$ cat src/rtl/mul_ctrl_if.sv
// CPU-side bus of the HI/LO multiply controller: multiply requests,
// MTHI/MTLO writes and the architectural HI/LO read-back with status.
interface mul_ctrl_if;
  logic        start;
  logic        op;
  logic [31:0] a;
  logic [31:0] b;
  logic        flush;
  logic        hi_we;
  logic        lo_we;
  logic [31:0] wdata;
  logic [31:0] hi;
  logic [31:0] lo;
  logic        busy;
  logic        done;

  // The CPU pipeline drives requests and observes results.
  modport master (
    output start, op, a, b, flush, hi_we, lo_we, wdata,
    input  hi, lo, busy, done
  );

  // The controller accepts requests and owns HI/LO.
  modport slave (
    input  start, op, a, b, flush, hi_we, lo_we, wdata,
    output hi, lo, busy, done
  );
endinterface

$ cat src/rtl/mul_ctrl.sv
// mul_ctrl: sequences a pipelined signed 32x32 multiplier and owns the
// HI/LO architectural registers.
// Flow: IDLE -> RUN (MUL_LAT cycles) -> WB (write HI/LO, pulse done) -> IDLE.
// Optional feature: define MUL_CTRL_MADD_EN to decode op as MADD
// ({hi,lo} += a*b); without it every operation is a plain MULT.
module mul_ctrl #(
  parameter int unsigned MUL_LAT = 6  // multiplier latency in edges, 1..15
) (
  input  logic        clk,
  input  logic        reset,
  mul_ctrl_if.slave   bus,
  output logic [31:0] mul_a,
  output logic [31:0] mul_b,
  input  logic [63:0] mul_z,
  output logic        mul_rst_n
);

  typedef enum logic [1:0] {
    IDLE = 2'd0,
    RUN  = 2'd1,
    WB   = 2'd2
  } state_e;

  localparam logic [3:0] LAT = 4'(MUL_LAT);

  state_e      state_q, state_d;
  logic [3:0]  cnt_q, cnt_d;
  logic [31:0] hi_q, hi_d;
  logic [31:0] lo_q, lo_d;
  logic [31:0] mul_a_q, mul_a_d;
  logic [31:0] mul_b_q, mul_b_d;
  logic        done_q, done_d;
  logic [63:0] wb_val;

`ifdef MUL_CTRL_MADD_EN
  logic        op_q, op_d;

  // Value written back to HI/LO: fresh product or accumulate (mod 2^64).
  always_comb begin
    wb_val = op_q ? ({hi_q, lo_q} + mul_z) : mul_z;
  end
`else
  // Without accumulate support the op bit has no meaning.
  logic unused_op;
  assign unused_op = bus.op;

  // Value written back to HI/LO: always the fresh product.
  always_comb begin
    wb_val = mul_z;
  end
`endif

  // State register of the sequencing FSM.
  always_ff @(posedge clk or posedge reset) begin
    // NOTE: sequential state uses non-blocking assignments so every register
    // samples the pre-edge values, independent of statement order.
    if (reset) begin
      state_q <= IDLE;
    end else begin
      state_q <= state_d;
    end
  end

  // Next-state and datapath decode for all controller registers.
  always_comb begin
    // NOTE: every signal written here gets a default first, so no branch can
    // leave one unassigned and infer a latch.
    state_d = state_q;
    cnt_d   = cnt_q;
    hi_d    = hi_q;
    lo_d    = lo_q;
    mul_a_d = mul_a_q;
    mul_b_d = mul_b_q;
    done_d  = 1'b0;
`ifdef MUL_CTRL_MADD_EN
    op_d    = op_q;
`endif

    unique case (state_q)
      IDLE: begin
        // MTHI/MTLO land here; they also apply alongside an accepted start,
        // so a following MADD accumulates onto the freshly written value.
        if (bus.hi_we) hi_d = bus.wdata;
        if (bus.lo_we) lo_d = bus.wdata;
        // A flush in the same cycle kills the request.
        if (bus.start && !bus.flush) begin
          mul_a_d = bus.a;
          mul_b_d = bus.b;
          cnt_d   = LAT;
          state_d = RUN;
`ifdef MUL_CTRL_MADD_EN
          op_d    = bus.op;
`endif
        end
      end

      RUN: begin
        if (bus.flush) begin
          state_d = IDLE;
        end else begin
          cnt_d = cnt_q - 4'd1;
          if (cnt_q == 4'd1) state_d = WB;
        end
      end

      WB: begin
        state_d = IDLE;
        if (!bus.flush) begin
          {hi_d, lo_d} = wb_val;
          done_d       = 1'b1;
        end
      end

      default: state_d = IDLE;
    endcase
  end

  // Datapath registers; operands stay put until the next accepted start
  // because the multiplier re-samples them every cycle.
  always_ff @(posedge clk or posedge reset) begin
    if (reset) begin
      cnt_q   <= '0;
      hi_q    <= '0;
      lo_q    <= '0;
      mul_a_q <= '0;
      mul_b_q <= '0;
      done_q  <= 1'b0;
    end else begin
      cnt_q   <= cnt_d;
      hi_q    <= hi_d;
      lo_q    <= lo_d;
      mul_a_q <= mul_a_d;
      mul_b_q <= mul_b_d;
      done_q  <= done_d;
    end
  end

`ifdef MUL_CTRL_MADD_EN
  // Operation latched with the request, consumed at write-back.
  always_ff @(posedge clk or posedge reset) begin
    if (reset) begin
      op_q <= 1'b0;
    end else begin
      op_q <= op_d;
    end
  end
`endif

  assign bus.hi    = hi_q;
  assign bus.lo    = lo_q;
  assign bus.done  = done_q;
  assign bus.busy  = (state_q != IDLE);
  assign mul_a     = mul_a_q;
  assign mul_b     = mul_b_q;
  assign mul_rst_n = ~reset;

endmodule
$ cat src/flat_wrapper.sv
// flat-port wrapper written by rule: the top's interface ports become plain ports
module mul_ctrl_flat 
#(
  parameter int unsigned MUL_LAT = 6                                       
)
  (clk, reset, mul_a, mul_b, mul_z, mul_rst_n, bus_start, bus_op, bus_a, bus_b, bus_flush, bus_hi_we, bus_lo_we, bus_wdata, bus_hi, bus_lo, bus_busy, bus_done);
  mul_ctrl_if bus_i ();
  input  logic clk;
  input  logic reset;
  output logic [31:0] mul_a;
  output logic [31:0] mul_b;
  input  logic [63:0] mul_z;
  output logic mul_rst_n;
  input wire logic [$bits(bus_i.start)-1:0] bus_start;
  input wire logic [$bits(bus_i.op)-1:0] bus_op;
  input wire logic [$bits(bus_i.a)-1:0] bus_a;
  input wire logic [$bits(bus_i.b)-1:0] bus_b;
  input wire logic [$bits(bus_i.flush)-1:0] bus_flush;
  input wire logic [$bits(bus_i.hi_we)-1:0] bus_hi_we;
  input wire logic [$bits(bus_i.lo_we)-1:0] bus_lo_we;
  input wire logic [$bits(bus_i.wdata)-1:0] bus_wdata;
  output wire logic [$bits(bus_i.hi)-1:0] bus_hi;
  output wire logic [$bits(bus_i.lo)-1:0] bus_lo;
  output wire logic [$bits(bus_i.busy)-1:0] bus_busy;
  output wire logic [$bits(bus_i.done)-1:0] bus_done;
  assign bus_i.start = bus_start;
  assign bus_i.op = bus_op;
  assign bus_i.a = bus_a;
  assign bus_i.b = bus_b;
  assign bus_i.flush = bus_flush;
  assign bus_i.hi_we = bus_hi_we;
  assign bus_i.lo_we = bus_lo_we;
  assign bus_i.wdata = bus_wdata;
  assign bus_hi = bus_i.hi;
  assign bus_lo = bus_i.lo;
  assign bus_busy = bus_i.busy;
  assign bus_done = bus_i.done;
  mul_ctrl #(.MUL_LAT(MUL_LAT)) u_core (.clk(clk), .reset(reset), .bus(bus_i), .mul_a(mul_a), .mul_b(mul_b), .mul_z(mul_z), .mul_rst_n(mul_rst_n));
endmodule
$ cat config.mk
export PLATFORM = sky130hd
export DESIGN_NAME = mul_ctrl_flat
export DESIGN_NICKNAME = d
export VERILOG_FILES = /design/src/rtl/mul_ctrl_if.sv /design/src/rtl/mul_ctrl.sv /design/src/flat_wrapper.sv
export SDC_FILE = /design/constraint.sdc
export NUM_CORES = 1
export LEC_CHECK = 0
export CORE_MARGIN = 2
export CORE_UTILIZATION = 25
export CTS_BUF_LIST = sky130_fd_sc_hd__clkbuf_16
export CTS_CLUSTER_DIAMETER = 60
export CTS_CLUSTER_SIZE = 20
export DETAILED_ROUTE_END_ITERATION = 12
export GPL_ROUTABILITY_DRIVEN = 0
export PLACE_DENSITY = 0.58
export SLEW_MARGIN = 20
export SYNTH_ARGS = -nofsm -noshare
export SYNTH_HDL_FRONTEND = slang
export SYNTH_SLANG_ARGS = --single-unit
$ cat constraint.sdc
create_clock -name clk -period 7.6 [get_ports clk]
set_clock_uncertainty 0.2 [all_clocks]
set_input_delay 1.14 -clock clk [delete_from_list [all_inputs] [get_ports clk]]
set_output_delay 1.14 -clock clk [all_outputs]
set_load 0.01 [all_outputs]
==> results of run 1 <==
-- sequential cells by signal, summed over array words and instances (netlist names) --
name	flops
u_core.bus.done	1
u_core.mul_b	32
u_core.bus.lo	32
u_core.bus.hi	32
u_core.state_q	2
u_core.mul_a	32
u_core.cnt_q	4
-- path summary, 6_finish.rpt --
path,startpoint,endpoint,slack (ps)
hold reg to reg,u_core.mul_b[6],u_core.mul_b[6],270
setup / recovery,reset,mul_rst_n,3390
hold / removal,u_core.mul_b[6],u_core.mul_b[6],270
min in group asynchronous,reset,u_core.state_q[1],1030
setup reg to reg,u_core.state_q[0],u_core.bus.hi[31],4950
max in group asynchronous,reset,u_core.mul_a[7],4950
-- per-layer routing --
metal	track usage [%]	vias up
met4	3.68	2
met2	22.3	200
li1	-	2284
met1	16.9	2196
met5	0	-
met3	6.06	14
-- kinds of logic (layout without fill, tap and decap cells) --
logic type	Yosys count	after routing	share of synthesized area (%)
and+or+nand+nor	209	209	14.1
DFF	135	135	57.5
muxes	129	129	24.7
buffers and inverters	33	339	2.77
AOI/OAI and AO/OA	7	7	0.596
adders and majority gates	2	2	0.426
other	0	1	0
-- area by class of cell --
class                   instances  area [µm²]  area share (%)
clock inverters                15         210            2.14
diodes                          1        2.50          0.0255
multi-input cells             347        2370            24.2
flip-flops and latches        135        3380            34.4
repair buffers                303        3020            30.7
well taps                     319         399            4.06
inverters                       4        20.0           0.204
clock buffers                  17         425            4.33
-- cells in the mapped netlist (all sizes together) --
cell type | instances | area (µm²)
ha | 2 | 25.0
or2 | 1 | 6.26
nand3 | 2 | 10.0
clkbuf | 8 | 30.0
buf | 21 | 118
nor3b | 1 | 7.51
or3 | 1 | 6.26
nor4 | 1 | 6.26
nor2b | 2 | 12.5
a21oi | 2 | 10.0
nand2 | 193 | 724
or4b | 1 | 10.0
mux2i | 1 | 10.0
nor2 | 2 | 7.51
inv | 4 | 15.0
mux2 | 128 | 1440
or3b | 1 | 8.76
nand2b | 3 | 18.8
o21ai | 5 | 25.0
dfrtp | 135 | 3380
nor4b | 1 | 8.76
-- placed cells by master, fill, tap and decap left out, drive strengths merged, types with 2 or more instances in the layout --
cell	instances
a21oi	2
buf	7
bufinv	5
clkbuf	17
clkdlybuf4s50	296
clkinv	3
clkinvlp	2
dfrtp	135
ha	2
inv	9
mux2	128
nand2	193
nand2b	3
nand3	2
nor2	2
nor2b	2
o21ai	5
-- worst min-delay path, stage by stage, from the launching register on --
cell and delay (ps):
dfrtp_1 340, nand2_1 50, nand2_1 60
-- power by group through the flow --
stage,Clock [mW],Sequential [mW],Combinational [mW]
after detailed placement,0,0.965,0.725
after floorplan,0,1.03,0.203
after global placement,0,0.960,0.723
after CTS,0.937,0.956,0.727
after global routing,0.970,0.976,0.775
final,0.903,0.953,0.713
-- stage by stage --
step           utilization (%)  area (µm²)  setup WS [ps]  hold slack [ps]
2_1_floorplan                -        5880           2290              249
3_3_place_gp              39.5        9190           3320              256
3_5_place_dp              39.5        9190           3310              261
4_1_cts                   42.2        9820           3310              275
5_1_grt                   42.2        9820           3210              292
6_report                  42.2        9830           3390              270
==> results.md, run 1 <==
* Slew Limit Fails at 0
* CTS Sinks at 135
* Leak Pwr at 4.22 nW
* Placed cell count at 1108
* Status: complete, no violations
* Worst path max stage delay at 670 ps
* Post-CTS Hold Buffers at 0
* DR vias/cell at 4.12
* Vias in the first global route at 4804
* Share of cells above drive strength 1 at 20.6%
* Register area share after synthesis at 57.5%
* Pint at 1.89 mW
* Tot Pwr at 2.57 mW
* Post-Synthesis Cells at 515
* Final TNS setup at 0 ps
* Kind of cell adding the most delay to the critical path: buffers and inverters
* Worst Hold Depth at 2
* Total Wirelength at 17300 µm
* Die Y-Extent at 157 µm
* First-pass GRT wire length at 26300 µm
* WP buf/inv at 3
* NetSw at 0.683 mW
* H-tree levels at 4
* Layout Cells excl Fill at 1141
* Die Width at 157 µm
* Yosys warning total at 0
* Worst path required time at 6260 ps
* Area Overhead vs Synth at 67.1%
* Met2 wire length at 7970 µm
* Met3 WL at 1700 µm
* Max frequency at 237 MHz
* CTS Buf Count at 17
* Endpoints failing hold at 0
* Initial Util at 25.3%
* WP data arrival at 2870 ps
* Initial antenna violation count at 2
* Buffers on Ports at 296
* Root Driver: clkbuf_16
* Unique masters post-synth at 22
* Crit end category: output port
* Synthesized area at 0.00588 mm²
* #FFs+latches synth at 135
* Pin count of the biggest net entering global routing at 82
* Vias at 4696
* Cells on worst reg2reg path at 4
* Setup-failing EPs final at 0
* Gr usage total at 13.8%
* Max IR drop VDD at 0.119 mV
* Net Count, Synth at 684
* Total die area at 0.0248 mm²
* MaxCap Viol Count at 0
* M1 WL at 7400 µm
* Pwr dens at 261 mW/mm²
* Placeable core area at 0.0233 mm²
* # IOs at 298
* Critical path class: in -> out
* Sw frac at 26.6%
* Clock share of power at 35.1%
* Cells along the critical path: clkdlybuf4s50_1 -> inv_6 -> clkdlybuf4s50_1
* Detailed Place HPWL at 12000 µm
* Post-CTS setup buffer count at 0
* Cell count along the critical path at 3
* Post-Syn Area per Cell at 11.4 µm²
* Min cycle time layout at 4210 ps
* Sequential Power Share at 37.1%
* Fin nets at 977
* Row cnt at 56
* Routed Antenna Nets at 0
* TritonCTS clock tree: yes
* DR iter-0 viols at 143
* Combinational Power Share at 27.8%
* Fillers at 2251
* Crit Path Max Fanout at 81
* GRT overflow at 0
* Worst-Margin Slew at 793 ps
* CP max-delay cell: clkdlybuf4s50_1
* DR DRC count at 0
* Min-Delay Path Class: reg -> reg
* Skew-Pair Late Insertion Delay at 400 ps
* Highest routed metal layer: met5
* TritonRoute pass-1 iters at 4
* Post_cts resized at 0
* Post-DR wirelength/cell at 15.1 µm
* Most used cell, CP: clkdlybuf4s50_1
* Clock buffer depth at 2
* Relative slew slack at 47.2%
* Period utilization at 55.4%
* Worst Setup Start Kind: input port
* Clock-pin slew on the worst setup and hold paths at 60 ps
* Unrepaired setup endpoints after global routing: false
Power figures use the tool's default switching activity.
==> run 2, diff against run 1 <==
- PLACE_DENSITY: 0.58 -> 0.6
- clock period: 7.6 -> 3.4 ns (I/O delays scaled with it)
==> results.md, run 2 (same netlist as run 1, synthesis figures left out) <==
* Clock buffer depth at 2 (unchanged)
* Clock-pin slew on the worst setup and hold paths at 60 ps (about the same)
* Pin count of the biggest net entering global routing at 136 (+66%)
* Routed Antenna Nets at 0 (unchanged)
* Crit end category: output port
* Post-DR wirelength/cell at 15.3 µm (+1.4%)
* Reg area at 0.00338 mm² (unchanged)
* Worst Setup Start Kind: flop
* GRT overflow at 0 (unchanged)
* Gr usage total at 14.2% (+0.36 points)
* Root Driver: clkbuf_16
* Fillers at 2295 (+2.0%)
* Worst-Margin Slew at 773 ps (-20.1 ps)
* WP data arrival at 1770 ps (-1100 ps)
* TritonRoute pass-1 iters at 4 (unchanged)
* Crit Path Max Fanout at 7 (-91%)
* Vias at 4704 (+0.17%)
* Fin nets at 978 (+0.10%)
* Initial Util at 25.3% (unchanged)
* Pwr dens at 572 mW/mm² (+120%)
* Commonest non-fill, non-tap cell in the layout: clkdlybuf4s50_1
* DP Area at 0.00923 mm² (+0.48%)
* Slew Limit Fails at 0 (unchanged)
* Multi-input gate area at 0.00237 mm² (unchanged)
* DR iter-0 viols at 198 (+38%)
* Total Wirelength at 17500 µm (+1.4%)
* Unrepaired setup endpoints after global routing: false
* TritonCTS clock tree: yes
* Post-route setup slack at 917 ps (-2470 ps)
* Min-Delay Path Class: reg -> reg
* Post-Place Setup Slack at 674 ps (-2630 ps)
* Layout Cells excl Fill at 1141 (unchanged)
* DR vias/cell at 4.12 (+0.17%)
* Worst path required time at 2690 ps (-3570 ps)
* DR DRC count at 0 (unchanged)
* Skew-Pair Late Insertion Delay at 410 ps (about the same)
* H-tree levels at 4 (unchanged)
* Share of cells above drive strength 1 at 21.3% (+0.70 points)
* Design Area, Final at 0.00983 mm² (unchanged)
* Endpoints failing hold at 0 (unchanged)
* Initial antenna violation count at 0 (-2)
* Vias in the first global route at 4951 (+3.1%)
* CTS Sinks at 135 (unchanged)
* CTS Buf Count at 17 (unchanged)
* Status: complete, no violations
* Total die area at 0.0248 mm² (unchanged)
* Setup-failing EPs final at 0 (unchanged)
* Worst Hold Margin at 273 ps (+2.63 ps)
* Placed cell count at 1109 (+0.090%)
* Most frequent cells in the layout: 296 x clkdlybuf4s50_1, 193 x nand2_1, 135 x dfrtp_1, 128 x mux2_2, 17 x clkbuf_16
* Post-CTS setup buffer count at 0 (unchanged)
* Relative slew slack at 48.5% (+1.3 points)
* Period utilization at 73.0%
* MaxCap Viol Count at 0 (unchanged)
* Final TNS setup at 0 ps (unchanged)
* Placeable core area at 0.0233 mm² (unchanged)
* Buffers on Ports at 296 (unchanged)
* Min cycle time layout at 2480 ps
* Die Y-Extent at 157 µm (unchanged)
* Critical path class: reg -> out
* First-pass GRT wire length at 27000 µm (+2.5%)
* Antenna diodes at 0 (-1)
* Max IR drop VDD at 0.263 mV (+120%)
* Area Overhead vs Synth at 67.1% (unchanged)
* Detailed Place HPWL at 12200 µm (+1.5%)
* Row cnt at 56 (unchanged)
* Max frequency at 403 MHz
* Post_cts resized at 0 (unchanged)
* Die Width at 157 µm (unchanged)
* Post-CTS Hold Buffers at 0 (unchanged)
* Leak Pwr at 4.21 nW (-0.38%)
* Share of the core filled with cells at 42.2% (unchanged)
* # IOs at 298 (unchanged)
* Tot Pwr at 5.62 mW (+120%)
-- run 2: cell types whose count changed in the layout (fill, tap and decap cells not counted), sizes merged --
cell      change
diode         -1
bufinv        -3
clkinvlp      +2
buf           +1
clkinv        +1
-- run 2: final timing paths --
| path | start | end | slack [ps] | depth (start not counted) |
|---|---|---|---|---|
| setup / recovery | u_core.state_q[0] | bus_busy | 920 | 2 |
| hold / removal | u_core.mul_a[0] | u_core.mul_a[0] | 270 | 2 |
| setup reg to reg | u_core.state_q[0] | u_core.cnt_q[0] | 1160 | 4 |
| hold reg to reg | u_core.mul_a[0] | u_core.mul_a[0] | 270 | 2 |
| max in group asynchronous | reset | u_core.mul_a[24] | 1940 | 3 |
| min in group asynchronous | reset | u_core.bus.lo[7] | 480 | 3 |
-- run 2: worst max-delay path: stages (launching register included) --
cell and delay (ps):
dfrtp_1 520, or2_2 330, clkdlybuf4s50_1 510
-- run 2: where the power goes --
group          internal [mW]  total (mW)  switching [mW]
sequential              1.95        2.14           0.189
combinational          0.980        1.60           0.623
clock                   1.10        1.88           0.781
total                   4.03        5.62            1.59
-- run 2: layout make-up --
type                       instances  share of cell area [%]
inverter                           4                   0.191
sequential                       135                    34.4
clock inverter                    15                    1.72
tap                              319                    4.06
timing repair buffer             304                    31.1
clock buffer                      17                    4.33
multi-input combinational        347                    24.2
-- run 2: routing by layer --
layer	up-vias	routed length, µm	GRT usage [%]
met3	16	1830	5.81
met1	2199	7280	17.3
met2	206	8190	23.1
met5	-	0	0
li1	2283	-	-
met4	0	209	4.20
